==> config.mk <==
export PLATFORM = sky130hd
export DESIGN_NAME = std_dffbe_wrarb
export DESIGN_NICKNAME = d
export VERILOG_FILES = /design/src/rtl/std_dffbe_wrarb.sv
export SDC_FILE = /design/constraint.sdc
export NUM_CORES = 1
export LEC_CHECK = 0
export ABC_CLOCK_PERIOD_IN_PS = 6350
export CAP_MARGIN = 40
export CORE_AREA = 3 3 130 132
export CTS_CLUSTER_DIAMETER = 150
export CTS_CLUSTER_SIZE = 10
export DETAILED_ROUTE_END_ITERATION = 7
export DIE_AREA = 0 0 133 135
export HOLD_SLACK_MARGIN = 0.12
export PLACE_DENSITY = 0.88
export SLEW_MARGIN = 20
export SYNTH_ARGS = -nofsm -noshare
export SYNTH_HDL_FRONTEND = slang
export SYNTH_SLANG_ARGS = --single-unit
==> constraint.sdc <==
create_clock -name clk -period 6.35 [get_ports clk]
set_input_delay 0.9525 -clock clk [delete_from_list [all_inputs] [get_ports clk]]
set_output_delay 0.9525 -clock clk [all_outputs]
set_load 0.005 [all_outputs]
==> src/rtl/std_dffbe_wrarb.sv <==
// rtl/std_dffbe_wrarb.sv - round-robin write arbiter and commit sequencer for a bit-enable register bank
//
// Ports:
//   clk, resetn         clock (rising edge) and asynchronous active-low reset
//   req_valid/req_lock  per-requester request valid and hold-grant-after-beat
//   req_mask/req_data   per-requester bit mask and data, slice i = requester i
//   req_ready           one-hot-or-zero accept
//   hold                stall: commit stage must not write the bank
//   bank_en/bank_d      per-bit enable and data driven to the bank
//   done_valid/done_id  commit pulse and requester index of the committed beat
//   locked              arbiter is in the LOCKED state
module std_dffbe_wrarb #(
  parameter int NUM_REQ   = 4,
  parameter int DFF_WIDTH = 32,
  parameter int ID_WIDTH  = 2
) (
  input  logic                         clk,
  input  logic                         resetn,
  input  logic [NUM_REQ-1:0]           req_valid,
  input  logic [NUM_REQ-1:0]           req_lock,
  input  logic [NUM_REQ*DFF_WIDTH-1:0] req_mask,
  input  logic [NUM_REQ*DFF_WIDTH-1:0] req_data,
  output logic [NUM_REQ-1:0]           req_ready,
  input  logic                         hold,
  output logic [DFF_WIDTH-1:0]         bank_en,
  output logic [DFF_WIDTH-1:0]         bank_d,
  output logic                         done_valid,
  output logic [ID_WIDTH-1:0]          done_id,
  output logic                         locked
);

  localparam logic [ID_WIDTH-1:0] LAST_ID = ID_WIDTH'(NUM_REQ - 1);

  typedef enum logic {S_IDLE, S_LOCKED} state_t;

  state_t                state, state_next;
  logic [ID_WIDTH-1:0]   owner, owner_next;
  logic [ID_WIDTH-1:0]   rr_ptr, ptr_next;

  logic                  stage_valid;
  logic [DFF_WIDTH-1:0]  stage_mask;
  logic [DFF_WIDTH-1:0]  stage_data;
  logic [ID_WIDTH-1:0]   stage_id;
  logic [DFF_WIDTH-1:0]  last_d;

  logic                  cand_found;
  logic [ID_WIDTH-1:0]   cand_id;
  logic [ID_WIDTH-1:0]   scan_id;
  logic                  can_accept;
  logic                  handshake;
  logic                  grant_lock;
  logic                  commit;

  // Modulo-NUM_REQ increment; works for non-power-of-two requester counts.
  function automatic logic [ID_WIDTH-1:0] inc_id(input logic [ID_WIDTH-1:0] id);
    inc_id = (id == LAST_ID) ? '0 : id + 1'b1;
  endfunction

  // Candidate selection: owner only while locked, else first valid from rr_ptr.
  always_comb begin
    cand_found = 1'b0;
    cand_id    = '0;
    scan_id    = rr_ptr;
    if (state == S_LOCKED) begin
      cand_found = req_valid[owner];
      cand_id    = owner;
    end else begin
      for (int k = 0; k < NUM_REQ; k++) begin
        if (!cand_found && req_valid[scan_id]) begin
          cand_found = 1'b1;
          cand_id    = scan_id;
        end
        scan_id = inc_id(scan_id);
      end
    end
  end

  // A full stage can still accept when it drains in the same cycle.
  assign can_accept = !stage_valid || !hold;
  assign handshake  = resetn && cand_found && can_accept;
  assign grant_lock = req_lock[cand_id];
  assign commit     = stage_valid && !hold;

  always_comb begin
    req_ready = '0;
    if (handshake) req_ready[cand_id] = 1'b1;
  end

  // Lock FSM: state register.
  always_ff @(posedge clk or negedge resetn) begin
    if (!resetn) begin
      state  <= S_IDLE;
      owner  <= '0;
      rr_ptr <= '0;
    end else begin
      state  <= state_next;
      owner  <= owner_next;
      rr_ptr <= ptr_next;
    end
  end

  // Lock FSM: next state. rr_ptr only moves when a grant ends a sequence.
  always_comb begin
    state_next = state;
    owner_next = owner;
    ptr_next   = rr_ptr;
    if (handshake) begin
      case (state)
        S_IDLE: begin
          if (grant_lock) begin
            state_next = S_LOCKED;
            owner_next = cand_id;
          end else begin
            ptr_next = inc_id(cand_id);
          end
        end
        S_LOCKED: begin
          if (!grant_lock) begin
            state_next = S_IDLE;
            ptr_next   = inc_id(owner);
          end
        end
        default: state_next = S_IDLE;
      endcase
    end
  end

  // Lock FSM and commit-stage outputs.
  always_comb begin
    locked     = (state == S_LOCKED);
    done_valid = commit;
    done_id    = commit ? stage_id   : '0;
    bank_en    = commit ? stage_mask : '0;
    bank_d     = commit ? stage_data : last_d;
  end

  // Single-entry commit stage; a new beat overwrites a draining one.
  always_ff @(posedge clk or negedge resetn) begin
    if (!resetn) begin
      stage_valid <= 1'b0;
      stage_mask  <= '0;
      stage_data  <= '0;
      stage_id    <= '0;
    end else if (handshake) begin
      stage_valid <= 1'b1;
      stage_mask  <= req_mask[int'(cand_id)*DFF_WIDTH +: DFF_WIDTH];
      stage_data  <= req_data[int'(cand_id)*DFF_WIDTH +: DFF_WIDTH];
      stage_id    <= cand_id;
    end else if (commit) begin
      stage_valid <= 1'b0;
    end
  end

  // bank_d keeps the last committed word between commits.
  always_ff @(posedge clk or negedge resetn) begin
    if (!resetn) last_d <= '0;
    else if (commit) last_d <= stage_data;
  end

endmodule

==> results.md <==
- The TritonCTS clock tree is yes.
- The completed layout was analyzed and its total power is roughly 4.9 mW.
- Summing over every cut layer, the via total after detailed routing is between 5000 and 6000.
- The hold violation total from the final report is 0.
- After detailed routing, the average wire length per cell comes to 19.3 um.
- The share of total power dissipated in combinational logic is 0.644.
- The critical path start-end classification is input port to output pin.
- The initial utilization of the core area, before any placement, comes to 0.410.
- Derived from the worst setup path, the maximum achievable clock frequency is ~200 MHz.
- Of the available clock period, the critical path in the final layout requires 0.773.
- The initialized floorplan defines 46 standard-cell rows.
- In this run the count of I/O pins placed on the die edge is ~340.
- After synthesis, the most frequently instantiated cells are sky130_fd_sc_hd__dfrtp_1, sky130_fd_sc_hd__mux2_2, sky130_fd_sc_hd__mux2i_1, sky130_fd_sc_hd__a21oi_1, sky130_fd_sc_hd__o22ai_1.
- Grouping stages by cell kind, the critical path spends the most delay in buffers and inverters.
- The slowest stage of the critical path belongs to the cell sky130_fd_sc_hd__clkdlybuf4s50_1.
- Synthesis produced a netlist whose cell count is a little under 600.
- The largest single stage delay on the critical path is around 0.72 ns.
- During placement, the flow inserted port buffers numbering between 300 and 400.
- The maximum clock skew at final layout is 0.00882 ns.
- The clock transition at the registers of the reported paths is roughly 0.070 ns.
- The first detailed-routing pass took 6 iterations.
- Synthesis produced a netlist with a net count of 850.
- The number of distinct library cell variants in the gate-level netlist after synthesis is 48.
- Dividing total power by cell area gives a power density of approximately 470 nW/um^2.
- The post-CTS setup buffer count is 0.
- 0 antenna diodes ended up in the layout.
- The quantity of gates resized following cts is 0.
- CTS saw ~100 sinks.
- The sequential standard cell area is 2600 sq um.
- The floorplan die area is 18000 sq um.
- The arrival time of the worst setup path is 3.96 ns.
- The post-detailed-routing wire length is 21500 um.
- The most frequent cell after synthesis is sky130_fd_sc_hd__dfrtp_1.
- The share of the core filled with cells is 0.656.
- In the final layout, the multi-input gates occupy 3610 sq um.
- The required arrival time at the worst endpoint is about 5.4 ns.
- The non-filler instance count after layout is between 1000 and 1500.
- The synthesized area divided by synthesized cell count is 11.3 sq um.
- The cell leakage power is roughly 4.1 nW.
- After legalization and detailed placement, the total HPWL measured approximately 16000 um.
- In this run the number of cells on the critical path is 10.
- Walking the worst path, the cells encountered are clkdlybuf4s50_1, mux2i_1, mux2_2, a41o_1, or2_1, o311a_4, inv_1, ha_1, and2_1, clkdlybuf4s50_1.
- The number of buffers and inverters on the critical path is 3.
- The number of global-route vias before repair was between 6000 and 7000.
- In this run the tightest slew margin relative to its limit is 0.585.
- Of all cell types, the one taking the most synthesized area is sky130_fd_sc_hd__dfrtp_1.
- The total of flip-flops plus latches after synthesis is roughly 100.
- In this run the deepest clock path goes through 2 buffers.
- The worst setup path is captured at an output pin.
- In this run, post-CTS hold repair placed 0 buffers.
- The later pin in the worst-skew pair is clocked with a latency of about 0.34 ns.
- After layout, the worst setup slack is approximately 1.4 ns.
- The height of the die is ~140 um.
- The post-route setup TNS is 0 ns.
- Counting instances, the worst hold path has a depth of 1.
- The cell at the root of the clock tree is sky130_fd_sc_hd__clkbuf_16.
- STA classifies the critical path startpoint as an input port.
- The share of post-route cells with drive strength above 1 is 0.181.
- The number of antenna violations at the first check in global routing is 0.
- For the worst flop-to-flop path, the logic depth is 10.
- Across the run, the number of max-cap violations was 0.
- For this run the aggregate overflow at the end of global routing stands at 0.
- At the pin with the least slew margin, the transition time is just over 0.6 ns.
- The TritonCTS buffer count is 9.
- The proportion of synthesized chip area in sequential cells is 0.401.
- CTS built an H-tree with a depth of 3.
- The wire length of the first global-routing pass is around 33000 um.
- The switching part of the total is 0.380.
- The worst-case vdd ir drop is 0.000389 V.
- The DRC violation count after routing is 0.
- For this block, the initial DRC count from the detailed router was 243.
- The detail route stage leaves a number of antenna-violating nets equal to 0.
- The fraction of synthesis flops using an asynchronous set or reset pin is 1.00.
- The core region is between 15000 and 20000 sq um.
- Entering global routing, the biggest net connects 63 pins.
- The run finished with clean final reports.
- For this run, the post-layout net count is approximately 1200.
- The clock share of power is 0.117.
- In the synthesized netlist the dominant register cell turns out to be sky130_fd_sc_hd__dfrtp_1.
- Before CTS, the worst setup slack after placement is 1.46 ns.
- The number of setup violations in the final report is 0.
- The internal cell power is just over 3 mW.
- For this run, the total global-route usage over all layers was measured as 0.231.
- The weighted congestion at the end of routability-driven global placement is between 0.8 and 0.9.
- The highest net fanout along the worst path is 14.
- Including well taps, the total number of placed cells is around 1100.
- The reported net switching power is roughly 1.9 mW.
- In this run the cell area of the synthesized design comes to 6490 sq um.
- From synthesis to final layout, the design area changed by 59.9%.
- The worst min-delay path category is register to register.
- The number of enable-type register cells in the synthesized netlist is 0.
- The filler cells instantiated in the layout total roughly 1200.
- By instance count, the cell type seen most on the critical path is sky130_fd_sc_hd__clkdlybuf4s50_1.
- Setup repair after global routing left no endpoint under its margin.
- Dividing the detail-routed via count by the number of cells gives about 5.4.
- The max-slew violation total from the final report came to 0.
- The post-layout minimum cycle time is a little under 5 ns.
- Yosys printed 0 warnings.
- In the post-synthesis netlist, the biggest area contributors are sky130_fd_sc_hd__dfrtp_1, sky130_fd_sc_hd__mux2_2, sky130_fd_sc_hd__mux2i_1.
- The die outline width is around 130 um.
- The share of total power in sequential cells is 0.240.
- Of the post-synthesis cell area, the dominant cell type holds 0.401.
path summary, 6_finish.rpt:
path	startpoint	to	slack (ns)
worst min register to register	last_d[5]	last_d[5]	0.50
worst min-delay path	last_d[5]	last_d[5]	0.50
min in group asynchronous	resetn	stage_data[11]	0.59
worst max register to register	rr_ptr[0]	owner[0]	2.48
worst max-delay path	req_valid[3]	req_ready[0]	1.44
max in group asynchronous	resetn	stage_mask[17]	4.74
kinds of logic after synthesis:
family          synth area share
buf+inv                   0.0478
compound gates             0.167
simple gates              0.0684
flops                      0.401
mux                        0.304
fa+ha+maj                 0.0116
metrics by stage:
stage	area [sq um]	hold slack, ns
after floorplan	6490	0.441
after CTS	10300	0.503
after detailed placement	9980	0.487
final	10400	0.498
after global placement	9950	0.453
after global routing	10400	0.512
registers in the layout, indices dropped and copies added (netlist names):
register / count
owner: 2
locked: 1
stage_data: 32
last_d: 32
stage_valid: 1
rr_ptr: 2
stage_id: 2
stage_mask: 32
layout by cell type (no fill, tap or decap), types with 5 or more instances in the layout:
cell	count
sky130_fd_sc_hd__o22ai_2	17
sky130_fd_sc_hd__mux2_2	84
sky130_fd_sc_hd__nor2b_1	5
sky130_fd_sc_hd__nor2_1	5
sky130_fd_sc_hd__and2_1	38
sky130_fd_sc_hd__o21ai_0	7
sky130_fd_sc_hd__inv_1	5
sky130_fd_sc_hd__nand2_1	7
sky130_fd_sc_hd__o22ai_1	48
sky130_fd_sc_hd__mux2_4	17
sky130_fd_sc_hd__buf_4	10
sky130_fd_sc_hd__clkdlybuf4s50_1	337
sky130_fd_sc_hd__clkbuf_16	9
sky130_fd_sc_hd__a21oi_1	66
sky130_fd_sc_hd__mux2i_1	74
sky130_fd_sc_hd__ha_1	6
sky130_fd_sc_hd__dfrtp_1	104
layer usage:
| layer | GRT usage | up-vias | share of wire | wire length (um) |
|---|---|---|---|---|
| met5 | 0 | - | 0 | 0 |
| met4 | 0.0866 | 0 | 0.026 | 567 |
| met3 | 0.0574 | 45 | 0.071 | 1510 |
| met2 | 0.398 | 246 | 0.51 | 11000 |
| met1 | 0.280 | 2888 | 0.39 | 8380 |
| li1 | - | 2791 | - | - |
power groups by stage:
stage                     sequential (mW)  clock, mW  combinational [mW]
after floorplan                      1.11          0                2.24
after global placement               1.17          0                3.01
after detailed placement             1.19          0                3.11
after CTS                            1.18      0.586                3.12
after global routing                 1.22      0.616                3.42
final                                1.18      0.574                3.16
final cells by class:
type / instances / area share
Clock buffer: 10 / 0.0230
Inverter: 5 / 0.00181
Multi-Input combinational cell: 418 / 0.348
Tap cell: 216 / 0.0260
Sequential cell: 104 / 0.251
Clock inverter: 6 / 0.00663
Timing Repair Buffer: 352 / 0.344
No activity file was read; power rests on OpenSTA's default activity.
